===== src/rtl/cdc_hs_tx_pkg.sv =====
// rtl/cdc_hs_tx_pkg.sv - shared state encoding and synchronizer depth limits for the toggle handshake
package cdc_hs_tx_pkg;

  typedef enum logic [1:0] {
    INIT     = 2'd0,
    IDLE     = 2'd1,
    WAIT_ACK = 2'd2
  } state_t;

  localparam int SYNC_STAGES_MIN = 2;
  localparam int SYNC_STAGES_MAX = 4;

  // Wide enough to count up to SYNC_STAGES_MAX-1 settle edges.
  localparam int SETTLE_CNT_W = 2;

endpackage


===== src/rtl/cdc_sync_dff.sv =====
// rtl/cdc_sync_dff.sv - multi-stage flop synchronizer into the clk_dest domain (flops are not reset)
module cdc_sync_dff #(
  parameter int DATA_WIDTH      = 1,
  parameter int NUM_SYNC_STAGES = 2
) (
  input  logic                  clk_dest,
  input  logic [DATA_WIDTH-1:0] async_in,
  output logic [DATA_WIDTH-1:0] sync_out
);

  logic [DATA_WIDTH-1:0] stages [NUM_SYNC_STAGES];

  // Shift the asynchronous input through the synchronizer chain.
  always_ff @(posedge clk_dest) begin
    stages[0] <= async_in;
    for (int i = 1; i < NUM_SYNC_STAGES; i++) begin
      stages[i] <= stages[i-1];
    end
  end

  assign sync_out = stages[NUM_SYNC_STAGES-1];

endmodule


===== src/rtl/cdc_hs_tx.sv =====
// rtl/cdc_hs_tx.sv - source side of a 2-phase req/ack word handshake; optional CDC_TX_BUF_EN adds a one-entry holding buffer
module cdc_hs_tx
  import cdc_hs_tx_pkg::*;
#(
  parameter int DATA_WIDTH      = 8,
  parameter int NUM_SYNC_STAGES = 2
) (
  input  logic                  clk_src,
  input  logic                  rst_src,
  input  logic                  s_valid,
  output logic                  s_ready,
  input  logic [DATA_WIDTH-1:0] s_data,
  output logic [DATA_WIDTH-1:0] tx_data,
  output logic                  tx_req,
  input  logic                  rx_ack,
  output logic                  busy,
  output logic                  done
);

  if (NUM_SYNC_STAGES < SYNC_STAGES_MIN || NUM_SYNC_STAGES > SYNC_STAGES_MAX) begin : g_bad_stages
    $error("cdc_hs_tx: NUM_SYNC_STAGES must be within 2..4");
  end

  localparam logic [SETTLE_CNT_W-1:0] SETTLE_LAST = SETTLE_CNT_W'(NUM_SYNC_STAGES - 1);

  state_t                  state_q;
  state_t                  state_d;
  logic                    ack_sync;
  logic                    ack_match;
  logic [SETTLE_CNT_W-1:0] settle_cnt;
  logic                    settled;
  logic                    launch;
  logic [DATA_WIDTH-1:0]   launch_data;
  logic                    complete;

`ifdef CDC_TX_BUF_EN
  logic                    buf_valid;
  logic [DATA_WIDTH-1:0]   buf_data;
  logic                    buf_load;
  logic                    buf_clear;
`endif

  cdc_sync_dff #(
    .DATA_WIDTH      (1),
    .NUM_SYNC_STAGES (NUM_SYNC_STAGES)
  ) u_ack_sync (
    .clk_dest (clk_src),
    .async_in (rx_ack),
    .sync_out (ack_sync)
  );

  // Handshake is complete whenever the returned ack has caught up with our request toggle.
  assign ack_match = (ack_sync == tx_req);
  assign settled   = (settle_cnt == SETTLE_LAST);
  assign busy      = (state_q != IDLE);

  // State register.
  always_ff @(posedge clk_src) begin
    if (rst_src) state_q <= INIT;
    else         state_q <= state_d;
  end

  // Let the ack synchronizer flush before trusting its output after reset.
  always_ff @(posedge clk_src) begin
    if (rst_src)                          settle_cnt <= '0;
    else if (state_q == INIT && !settled) settle_cnt <= settle_cnt + SETTLE_CNT_W'(1);
  end

  // Next-state, ready and launch decisions.
  always_comb begin
    state_d     = state_q;
    s_ready     = 1'b0;
    launch      = 1'b0;
    launch_data = s_data;
    complete    = 1'b0;
`ifdef CDC_TX_BUF_EN
    buf_load    = 1'b0;
    buf_clear   = 1'b0;
`endif
    case (state_q)
      INIT: begin
        // A mismatch here means the destination still holds a stale ack toggle.
        if (settled && ack_match) state_d = IDLE;
      end
      IDLE: begin
        s_ready = 1'b1;
        if (s_valid) begin
          launch  = 1'b1;
          state_d = WAIT_ACK;
        end
      end
      WAIT_ACK: begin
`ifdef CDC_TX_BUF_EN
        s_ready = !buf_valid;
        if (ack_match) begin
          complete = 1'b1;
          if (buf_valid) begin
            launch      = 1'b1;
            launch_data = buf_data;
            buf_clear   = 1'b1;
          end else if (s_valid) begin
            launch = 1'b1;
          end else begin
            state_d = IDLE;
          end
        end else if (s_valid && !buf_valid) begin
          buf_load = 1'b1;
        end
`else
        if (ack_match) begin
          complete = 1'b1;
          state_d  = IDLE;
        end
`endif
      end
      default: state_d = INIT;
    endcase
  end

  // Outgoing word and request toggle; only updated on a launch so tx_data is stable in flight.
  always_ff @(posedge clk_src) begin
    if (rst_src) begin
      tx_req  <= 1'b0;
      tx_data <= '0;
      done    <= 1'b0;
    end else begin
      done <= complete;
      if (launch) begin
        tx_data <= launch_data;
        tx_req  <= ~tx_req;
      end
    end
  end

`ifdef CDC_TX_BUF_EN
  // Holding buffer for one word accepted while the previous one is still in flight.
  always_ff @(posedge clk_src) begin
    if (rst_src) begin
      buf_valid <= 1'b0;
      buf_data  <= '0;
    end else if (buf_load) begin
      buf_valid <= 1'b1;
      buf_data  <= s_data;
    end else if (buf_clear) begin
      buf_valid <= 1'b0;
    end
  end
`endif

  // An ack toggle arriving while idle means the destination broke the protocol.
  spurious_ack_in_idle: assert property (
    @(posedge clk_src) disable iff (rst_src) (state_q == IDLE) |-> ack_match
  );

endmodule


===== config.mk =====
export PLATFORM = sky130hd
export DESIGN_NAME = cdc_hs_tx
export DESIGN_NICKNAME = d
export VERILOG_FILES = /design/src/rtl/cdc_hs_tx_pkg.sv /design/src/rtl/cdc_sync_dff.sv /design/src/rtl/cdc_hs_tx.sv
export SDC_FILE = /design/constraint.sdc
export NUM_CORES = 1
export LEC_CHECK = 0
export ABC_AREA = 1
export BUFFER_PORTS_ARGS = -buffer_cell sky130_fd_sc_hd__buf_2
export CAP_MARGIN = 20
export CELL_PAD_IN_SITES_DETAIL_PLACEMENT = 1
export CELL_PAD_IN_SITES_GLOBAL_PLACEMENT = 2
export CORE_MARGIN = 8
export CORE_UTILIZATION = 24
export DETAILED_ROUTE_END_ITERATION = 7
export PLACE_DENSITY = 0.82
export SYNTH_ARGS = -nofsm -noshare
export SYNTH_HDL_FRONTEND = slang
export SYNTH_SLANG_ARGS = --single-unit

===== constraint.sdc =====
create_clock -name clk_src -period 1.3 [get_ports clk_src]
set_clock_uncertainty 0.2 [all_clocks]
set_input_delay 0.065 -clock clk_src [delete_from_list [all_inputs] [get_ports clk_src]]
set_output_delay 0.065 -clock clk_src [all_outputs]
set_load 0.05 [all_outputs]

==> reports/results.ini <==
[yosys]
synth_top_area_share_pct = 51.41
synth_compound_area_share_pct = 8.835
synth_xor_area_share_pct = 0
synth_cells = 78
ys_seq_area_share_pct = 51.41
ys_warn_count = 0
syn_area_um2 = 623.1
synth_seq_cells = 16
synth_cell_types = 16
synth_nets = 91
synthAdderAreaFrac_pct = 2.008
synthMuxAreaShare_pct = 0
yosys.area_share.simple_pct = 28.71
synth_area_leader_cell = dfxtp_1
ys_async_sr_fraction_pct = 0
avgSynthCellArea_um2 = 7.988
synth_top_family_by_area = simple AND/OR/NAND/NOR gates
synth_edf_count = 0
synth_flop_cell = dfxtp_1
synth.area.top_cells = dfxtp_1, nand3_1, nand2_1, a21oi_1, inv_1

[grt]
grt_max_degree = 12
use_met3_pct = 1.846
grtUsageTotal_pct = 8.682
grt_overflow = 0
grt_pass1_wl_mm = 3.015
antenna_found_initial = 0
grt_pass1_vias = 706
grt_busiest_layer = met2
globalRouteMet2Util_pct = 16.01
grt_use_met1_pct = 8.838

[cts]
clockBufferDepth = 2
cts_tree = built
clk-insertion-delay-late_ns = 0.27
clock-sinks = 16
ctsRootBufferMaster = clkbuf_4
clk_pin_slew_ns = 0.08
cts_inserted_buffers = 3
htreeDepth = 1

[timing]
timing.final.max_slew_violations = 0
layout_setup_ws_ns = 0.004972
rsz0062_at_grt = yes
post-route-period-util_pct = 99.62
max_freq_mhz = 772.2
finalWorstPathRequiredPeriod_ns = 1.295
hold_violations = 0
slew_headroom_pct = 82.55
fin_setup_tns_ns = 0
worst_pin_slew_ns = 0.2636
final-setup-viol-count = 0

[pwr]
p_leak_nw = 0.4401
seqPwrFrac_pct = 43.2
irDropWorstVdd_mv = 0.6419
power_frac_clock_pct = 18.3
swShare_pct = 36.23
internal_power_mw = 0.8652
p_comb_share_pct = 38.5
p_switching_mw = 0.4915
p_per_area_nw_per_um2 = 1414

[detailed_routing]
wirelength_mm = 1.869
drc = 0
vias = 643
drt_iter0_drc = 6
via_per_inst = 4.374
firstDrtPassIters = 4
wl_per_cell_um = 12.71
detail-route-antenna-nets = 0

[floorplanning]
num_rows = 18
die-area_um2 = 4483
core_um2 = 2477
start_util_pct = 25.15
die-height_um = 66.96
fp.dieW_um = 66.96
ios = 24

[setup_path]
path_max_fanout = 4
worst_setup_path_end_kind = primary output
worstPathRequired_ns = 1.03
worst_path_max_delay_cell = dfxtp_2
start_kind = flop
path_cells = inv_2, nor2_4, inv_2, buf_8
path_class = reg -> out
max_stage_delay_ns = 0.35
cpMostUsedCell = inv_2
crit_arrival_ns = 1.03

[finish]
final_nets = 132
layout-drive-gt1-share_pct = 35.04
diodes = 0
area_delta_synth_final_pct = 54.02

[place]
dp_hpwl_mm = 1.218
portBuffers = 23
post-place-ws_ns = 0.04511
gp_congestion = 0.8234

[min_path]
hp-class = reg -> reg

[run_status]
status = finished, final reports clean

[run]
drv_cap = 0

==> cells in the mapped netlist, types with 2 or more instances <==
| cell type | number |
|---|---|
| inv_1 | 8 |
| nand2_1 | 14 |
| nand4_1 | 2 |
| nand3_1 | 12 |
| dfxtp_1 | 16 |
| nor2_1 | 7 |
| a21oi_1 | 10 |
==> worst max-delay path: cells and delay by family (launching register included) <==
family	cells	cell delay, ns
flops	1	0.35
buf+inv	3	0.26
simple gates	1	0.15
==> power groups by stage <==
stage	Sequential [mW]	Combinational, mW	Clock [mW]
2_1_floorplan	0.655	0.260	0
3_3_place_gp	0.596	0.406	0
3_5_place_dp	0.598	0.410	0
4_1_cts	0.585	0.514	0.269
5_1_grt	0.594	0.578	0.281
6_report	0.586	0.522	0.249
==> registers in the layout, indices dropped and copies added, names as in the netlist <==
name               flops
u_ack_sync.stages      2
tx_req                 1
state_q                2
done                   1
settle_cnt             2
tx_data                8
==> worst paths after layout <==
path	start	to	slack [ns]	depth (start not counted)
setup / recovery	state_q[0]	busy	0.005	4
hold / removal	u_ack_sync.stages[0][0]	u_ack_sync.stages[0][1]	0.14	0
hold reg to reg	u_ack_sync.stages[0][0]	u_ack_sync.stages[0][1]	0.14	0
setup reg to reg	state_q[0]	tx_data[6]	0.08	5
==> per-layer routing <==
| layer | part of all wire [%] | routed length, um |
|---|---|---|
| met1 | 40 | 756 |
| met2 | 54 | 1015 |
| met3 | 4.6 | 86 |
| met4 | 0.59 | 11 |
| met5 | 0 | 0 |
==> final cells by class <==
class                           count  area, um^2
Sequential cell                    16       324.1
Inverter                            9       33.78
Timing Repair Buffer               39       279.0
Multi-Input combinational cell     50       262.8
Clock buffer                        3       22.52
Fill cell                         315        1518
Tap cell                           30       37.54
==> cells by family (layout without fill, tap and decap cells) <==
family / count (synthesis) / after routing
flops: 16 / 16
fa+ha+maj: 1 / 1
compound gates: 11 / 11
buf+inv: 12 / 51
simple gates: 38 / 38
==> cells in the final DEF, fill, tap and decap left out, types with 5 or more instances in the layout <==
master         netlist  layout
inv_1                8       6
nor2_1               7       7
nand2_1             14      14
buf_2                0      21
nand3_1             12      11
dlygate4sd3_1        0      11
buf_4                1       5
dfxtp_1             16      13
a21oi_1             10       9
==> stage by stage <==
step	util, %	hold WS (ns)	total power [mW]	instances	area [um^2]
after CTS	38.33	0.1432	1.368	148	949.7
after floorplan	-	-0.1073	0.9147	78	624.3
after global placement	30.76	-0.03067	1.002	129	762.0
after detailed placement	30.76	-0.03002	1.008	129	762.0
final	38.74	0.1365	1.357	147	959.7
after global routing	38.74	0.1473	1.453	147	959.7
==> what timing repair did <==
action	CTS	global route
buffers inserted	5	0
gates resized for setup	7	5
pin swaps	1	2
setup endpoints to repair	2	13
hold buffers	11	0
endpoints found under the hold margin	11	0
Power figures use the tool's default switching activity.
